### src/rtl/regfile_wb_arbiter.sv
// Write-port arbiter for the single-write-port regfile, with load-destination scoreboard.
// Optional busy-mask scoreboard is built when REGFILE_WB_SCOREBOARD_EN is defined.
module regfile_wb_arbiter #(
    parameter int STARVE_LIMIT = 4
) (
    input  logic        clk_i,
    input  logic        reset_i,
    input  logic        a_valid_i,
    input  logic [4:0]  a_addr_i,
    input  logic [31:0] a_data_i,
    output logic        a_ready_o,
    input  logic        b_valid_i,
    input  logic [4:0]  b_addr_i,
    input  logic [31:0] b_data_i,
    output logic        b_ready_o,
    input  logic        issue_valid_i,
    input  logic [4:0]  issue_addr_i,
    input  logic [4:0]  read_addr_0_i,
    input  logic [4:0]  read_addr_1_i,
    output logic        hazard_0_o,
    output logic        hazard_1_o,
    output logic        wen_o,
    output logic [4:0]  write_addr_o,
    output logic [31:0] write_data_o
);

    localparam int CNT_W = $clog2(STARVE_LIMIT + 1);
    localparam logic [CNT_W-1:0] LIMIT = CNT_W'(STARVE_LIMIT);

    logic [CNT_W-1:0] starve_q, starve_d;
    logic             wen_q, wen_d;
    logic [4:0]       write_addr_q, write_addr_d;
    logic [31:0]      write_data_q, write_data_d;
    logic             a_grant, b_grant;
    logic [31:0]      busy_w;

    // Loads win ties unless A has been denied STARVE_LIMIT cycles in a row.
    always_comb begin
        a_grant = a_valid_i && (!b_valid_i || (starve_q == LIMIT));
        b_grant = b_valid_i && !a_grant;
    end

    assign a_ready_o = a_grant && !reset_i;
    assign b_ready_o = b_grant && !reset_i;

    always_comb begin
        starve_d     = starve_q;
        wen_d        = 1'b0;
        write_addr_d = write_addr_q;
        write_data_d = write_data_q;
        if (!a_valid_i || a_grant) begin
            starve_d = '0;
        end else if (starve_q != LIMIT) begin
            starve_d = starve_q + 1'b1;
        end
        if (a_grant) begin
            wen_d        = (a_addr_i != 5'd0);
            write_addr_d = a_addr_i;
            write_data_d = a_data_i;
        end else if (b_grant) begin
            wen_d        = (b_addr_i != 5'd0);
            write_addr_d = b_addr_i;
            write_data_d = b_data_i;
        end
    end

    always_ff @(posedge clk_i) begin
        if (reset_i) begin
            starve_q     <= '0;
            wen_q        <= 1'b0;
            write_addr_q <= '0;
            write_data_q <= '0;
        end else begin
            starve_q     <= starve_d;
            wen_q        <= wen_d;
            write_addr_q <= write_addr_d;
            write_data_q <= write_data_d;
        end
    end

`ifdef REGFILE_WB_SCOREBOARD_EN
    logic [31:0] busy_q, busy_d;

    // Set is applied after clear so a same-cycle issue to the returning address wins.
    always_comb begin
        busy_d = busy_q;
        if (b_grant) begin
            busy_d[b_addr_i] = 1'b0;
        end
        if (issue_valid_i && (issue_addr_i != 5'd0)) begin
            busy_d[issue_addr_i] = 1'b1;
        end
    end

    always_ff @(posedge clk_i) begin
        if (reset_i) begin
            busy_q <= '0;
        end else begin
            busy_q <= busy_d;
        end
    end

    assign busy_w = busy_q;
`else
    logic unused_issue;
    assign unused_issue = ^{issue_valid_i, issue_addr_i};
    assign busy_w       = '0;
`endif

    // The write on the port commits at end of cycle, so a matching read still sees stale data.
    assign hazard_0_o = (read_addr_0_i != 5'd0) &&
                        (busy_w[read_addr_0_i] || (wen_q && (write_addr_q == read_addr_0_i)));
    assign hazard_1_o = (read_addr_1_i != 5'd0) &&
                        (busy_w[read_addr_1_i] || (wen_q && (write_addr_q == read_addr_1_i)));

    assign wen_o        = wen_q;
    assign write_addr_o = write_addr_q;
    assign write_data_o = write_data_q;

endmodule

### config.mk
export PLATFORM = sky130hd
export DESIGN_NAME = regfile_wb_arbiter
export DESIGN_NICKNAME = d
export VERILOG_FILES = /design/src/rtl/regfile_wb_arbiter.sv
export SDC_FILE = /design/constraint.sdc
export NUM_CORES = 1
export LEC_CHECK = 0
export CORE_MARGIN = 2
export CORE_UTILIZATION = 35
export CTS_BUF_LIST = sky130_fd_sc_hd__clkbuf_16
export CTS_CLUSTER_SIZE = 16
export DETAILED_ROUTE_END_ITERATION = 7
export DONT_BUFFER_PORTS = 1
export GPL_TIMING_DRIVEN = 1
export PLACE_DENSITY = 0.46
export SKIP_CTS_REPAIR_TIMING = 1
export SYNTH_ARGS = -nofsm -noshare
export SYNTH_HDL_FRONTEND = slang
export SYNTH_SLANG_ARGS = --single-unit
export TNS_END_PERCENT = 30
### constraint.sdc
create_clock -name clk_i -period 1.9 [get_ports clk_i]
set_input_delay 0.19 -clock clk_i [delete_from_list [all_inputs] [get_ports clk_i]]
set_output_delay 0.19 -clock clk_i [all_outputs]
set_load 0.02 [all_outputs]
* Word level (Yosys, flattened, before mapping)
Memories as Yosys holds them, arrays and structs flattened. Index checks and enable logic that the tools add are counted.
Storage, ports and cells: register bits after elaboration 41, ROM bits 64, input bits 94, output and inout port bits 42, word-level logic and storage cells 43, memories kept 2
Operators by class: add/sub/neg operators 1, $lt $le $gt $ge 2, eq/ne operators 4, multiplexer cells 8, reductions and logical operators 22
Memory list:
- (name not given) | words 32, bits a word 1, read ports 1, clocked after memory_dff 0, wr ports 0, line 114 | (busy_w[read_addr_1_i] || (wen_q && (write_addr_q == read_addr_1_i)));
- (name not given) | words 32, bits a word 1, read ports 1, clocked after memory_dff 0, wr ports 0, line 112 | (busy_w[read_addr_0_i] || (wen_q && (write_addr_q == read_addr_0_i)));
Operators with widths (number):
- 32-bit two-way mux | 2
- 5-bit nonzero test | 4
- 5-bit by 6-bit less-than comparator with 1-bit output, second input constant | 2
- 5-bit equality test | 2
- 5-bit two-way mux | 2
- 1-bit logical AND | 8
- 1-bit zero test | 4
- 1-bit logical OR | 4
- 1-bit two-way mux | 4
- 3-bit by 1-bit adder with 3-bit output, second input constant | 1
- 3-bit equality test, second input constant | 1
- 3-bit != test, second input constant | 1
- 2-bit nonzero test | 1
- 2-bit OR reduction | 1

* Longest topological paths before layout
depth after elaboration 7, depth in mapped cells 7, depth with buffers taken out 5

* Worst setup path before layout
Ideal clock, no wire load.
kind reg-to-output, start reg starve_q[0], end out b_ready_o, arrival time 1.457 ns, data required time 1.710 ns, slack 0.253 ns, cell stages (with the launch flop) 8, buffers on the path 2, cell sequence dfxtp_1 inv_1 ha_1 a21bo_2 buf_2 buf_4 nand2_1 and2_1
Between the ends: longest elaborated chain between the ends 6
RTL lines:
- from (decl) | line 30 | logic [CNT_W-1:0] starve_q, starve_d;
- from (signal assigned) | line 74 | starve_q <= starve_d;
- 3-bit equality test | line 39 | a_grant = a_valid_i && (!b_valid_i || (starve_q == LIMIT));
- 1-bit logical OR | line 39
- 1-bit logical AND | line 39
- 1-bit zero test | line 40 | b_grant = b_valid_i && !a_grant;
- 1-bit logical AND | line 40
- 1-bit logical AND | line 44 | assign b_ready_o = b_grant && !reset_i;
- to (decl) | line 15 | output logic b_ready_o,
Every way passes these cells.

* Final worst setup path
Ends and elaborated chain as after synthesis.

==> out/qor.csv <==
stage;metric;value;unit
outcome;status;complete, no violations;
min_path;worstHoldStart;b_valid_i;
power_and_ir_drop;p_leak;0.8118;nW
sta;fmax;569.9;MHz
logic_synthesis;seq_area_frac_synth;0.3788;
sta;whs;0.08428;ns
worst_setup_path;path_cells;inv_1 > ha_1 > a21bo_2 > nand2_1 > and2_1;
sta;worst_pin_slew;0.3893;ns
logic_synthesis;synth_top_cell_by_area;dfxtp_1;
worst_setup_path;critPathBufInv;1;
logic_synthesis;synth_edf_count;0;
routing;num_vias;1981;
sta;fin_tns_setup;0;ns
logic_synthesis;syn_inst;261;
clock_tree;clock_path_buffers;2;
clock_tree;cts-root-buf;clkbuf_16;
worst_setup_path;cpPeakStageDelay;0.35;ns
worst_setup_path;cp-end-kind;output port;
sta;drv_slew;0;
die;ios;136;
finish;drive_above_1_share;0.08300;
power_and_ir_drop;peakVddDrop;343.9;uV
logic_synthesis;synthArstFlopShare;0;
routing;wl_met2;2.980;mm
sta;rsz0062_at_grt;no;
sta;setup-violations-final;0;
clock_tree;path_clk_slew;0.06;ns
die;dieArea;6837;um^2
routing;drtIter0Drc;57;
logic_synthesis;yosysMostFrequentCell;nor2_1;
die;core;5956;um^2
logic_synthesis;syn_area;2167;um^2
logic_synthesis;synth_common_cells;42 x nor2_1, 41 x dfxtp_1, 39 x a211oi_1;
run;drv_cap;0;
finish;antenna_cells;0;
logic_synthesis;synth_cell_type_count;25;
worst_setup_path;cp_top_family;simple AND/OR/NAND/NOR gates;
place;io_buffers;0;
worst_setup_path;critPathRequiredTime;1.71;ns
logic_synthesis;synth_seq_cells;41;
sta;period_needed;1.755;ns
sta;period_share;0.9236;
global_route;grt_pass1_vias;1929;
sta;slew_headroom;0.7401;
worst_setup_path;slowest_stage;dfxtp_1;
sta;hold_viol;0;
worst_setup_path;r2r_start;starve_q[0];
routing;drc;0;
clock_tree;cts_tree;yes;
finish;fin_nets;349;
worst_setup_path;crit_start;starve_q[0];
place;place_ws;0.2875;ns
logic_synthesis;netlist.area_leader.share;0.3788;
die;initial_utilization;0.3639;
global_route;antenna_found_initial;0;
routing;routedWlPerCell;19.23;um
routing;antenna_left;0;
finish;postLayoutCoreUtil;0.4048;
logic_synthesis;ys.flop_type;dfxtp_1;
sta;layout_setup_ws;0.1452;ns
worst_setup_path;cp.depth;5;
die;die_x;82.69;um
worst_setup_path;critPathArrivalTime;1.56;ns
routing;wl_met1;2.691;mm
clock_tree;htreeDepth;2;
clock_tree;numClockSinks;41;
place;place.gp.congestion;0.7209;
worst_setup_path;path_max_fanout;12;
die;rows;28;
routing;top_layer_used;met4;
logic_synthesis;avgSynthCellArea;8.303;um^2
worst_setup_path;criticalPathCategory;flop to output port;
global_route;grt_overflow;0;
logic_synthesis;yosysWarnings;0;
min_path;hp-class;primary input to flop;
global_route;grt_max_degree;82;
global_route;grtUsageTotal;0.1829;
power_and_ir_drop;p_per_area;881.4;nW/um^2
routing;dr.pass1.iters;4;
place;dp.final_hpwl;4.243;mm
worst_setup_path;cp-start-kind;flop;
finish;syn_to_final_growth;11.26;%
global_route;grt_pass1_wl;9.466;mm
routing;wl_met3;591;um
min_path;hold_depth;2;
sta;skew;0.004401;ns
logic_synthesis;synthesis.nets;357;
logic_synthesis;synth.area.top_cells;dfxtp_1 38%, a211oi_1 14%, nor3b_1 13%;
routing;drt-vias-per-instance;6.040;
clock_tree;clk_latency;0.28;ns
worst_setup_path;r2r_cells;7;
routing;drt-total-wl;6.309;mm
die;die_height;82.69;um
clock_tree;numCtsBuffers;5;
## where the power goes
part	switching [mW]	internal, mW
Sequential	0.137	0.929
Clock	0.325	0.470
Combinational	0.136	0.128
Total	0.598	1.53
## routing by layer
| layer | track usage | vias to the layer above |
|---|---|---|
| li1 | - | 959 |
| met1 | 0.2291 | 937 |
| met2 | 0.3032 | 81 |
| met3 | 0.05761 | 4 |
| met4 | 0.04918 | 0 |
| met5 | 0 | - |
## cell families (layout without fill, tap and decap cells)
family,Yosys count,after routing,share of synthesized area
simple gates,134,134,0.3528
compound gates,46,46,0.1622
flops,41,41,0.3788
buf+inv,29,21,0.05774
xor+xnor,8,8,0.03233
fa+ha+maj,2,2,0.01155
mux,1,1,0.004619
## cell type report
cell class / count / area [um^2]
clock buffers: 5 / 125.1
well taps: 75 / 93.84
clock inverters: 2 / 7.507
flip-flops and latches: 41 / 820.8
inverters: 2 / 7.507
fillers: 637 / 3545
multi-input cells: 191 / 1229
repair buffers: 12 / 127.6
## per-stage QoR
step	total power, mW	std cells	area, um^2
6_report	2.125	328	2411
5_1_grt	2.234	328	2411
4_1_cts	2.137	327	2391
3_5_place_dp	1.337	320	2258
3_3_place_gp	1.335	320	2258
2_1_floorplan	1.295	261	2167
## worst reg2reg max path, stage by stage, from the launching register on
cell and delay [ns]:
dfxtp_1 0.35, inv_1 0.05, ha_1 0.20, buf_4 0.16, a21boi_4 0.15, buf_4 0.30
nor3b_1 0.09, nor4_1 0.23
## worst paths after layout
kind | endpoint | slack (ns)
max | b_ready_o | 0.15
min | wen_o | 0.08
max reg2reg | write_data_o[1] | 0.28
min reg2reg | starve_q[0] | 0.45
## placed cells by master, fill, tap and decap left out
cell type and instances:
inv_1 3, nor2_2 1, o211ai_1 2, nand2_1 7
a21oi_1 1, and4_1 1, nand3_1 3, o41ai_1 2
nor2_1 42, nor2b_1 1, or4_1 2, and2_1 1
clkinv_1 1, dfxtp_1 41, clkbuf_16 5, or2_2 1
nor3b_1 38, buf_4 9, buf_12 3, a21boi_4 1
nor4_1 37, ha_1 2, a21bo_2 1, a211oi_1 39
mux2i_1 1, xnor2_1 8
## sequential cells by signal, summed over array words and instances (netlist names)
signal and count:
wen_o 1, write_data_o 32, starve_q 3, write_addr_o 5
No activity file was read; power rests on OpenSTA's default activity.
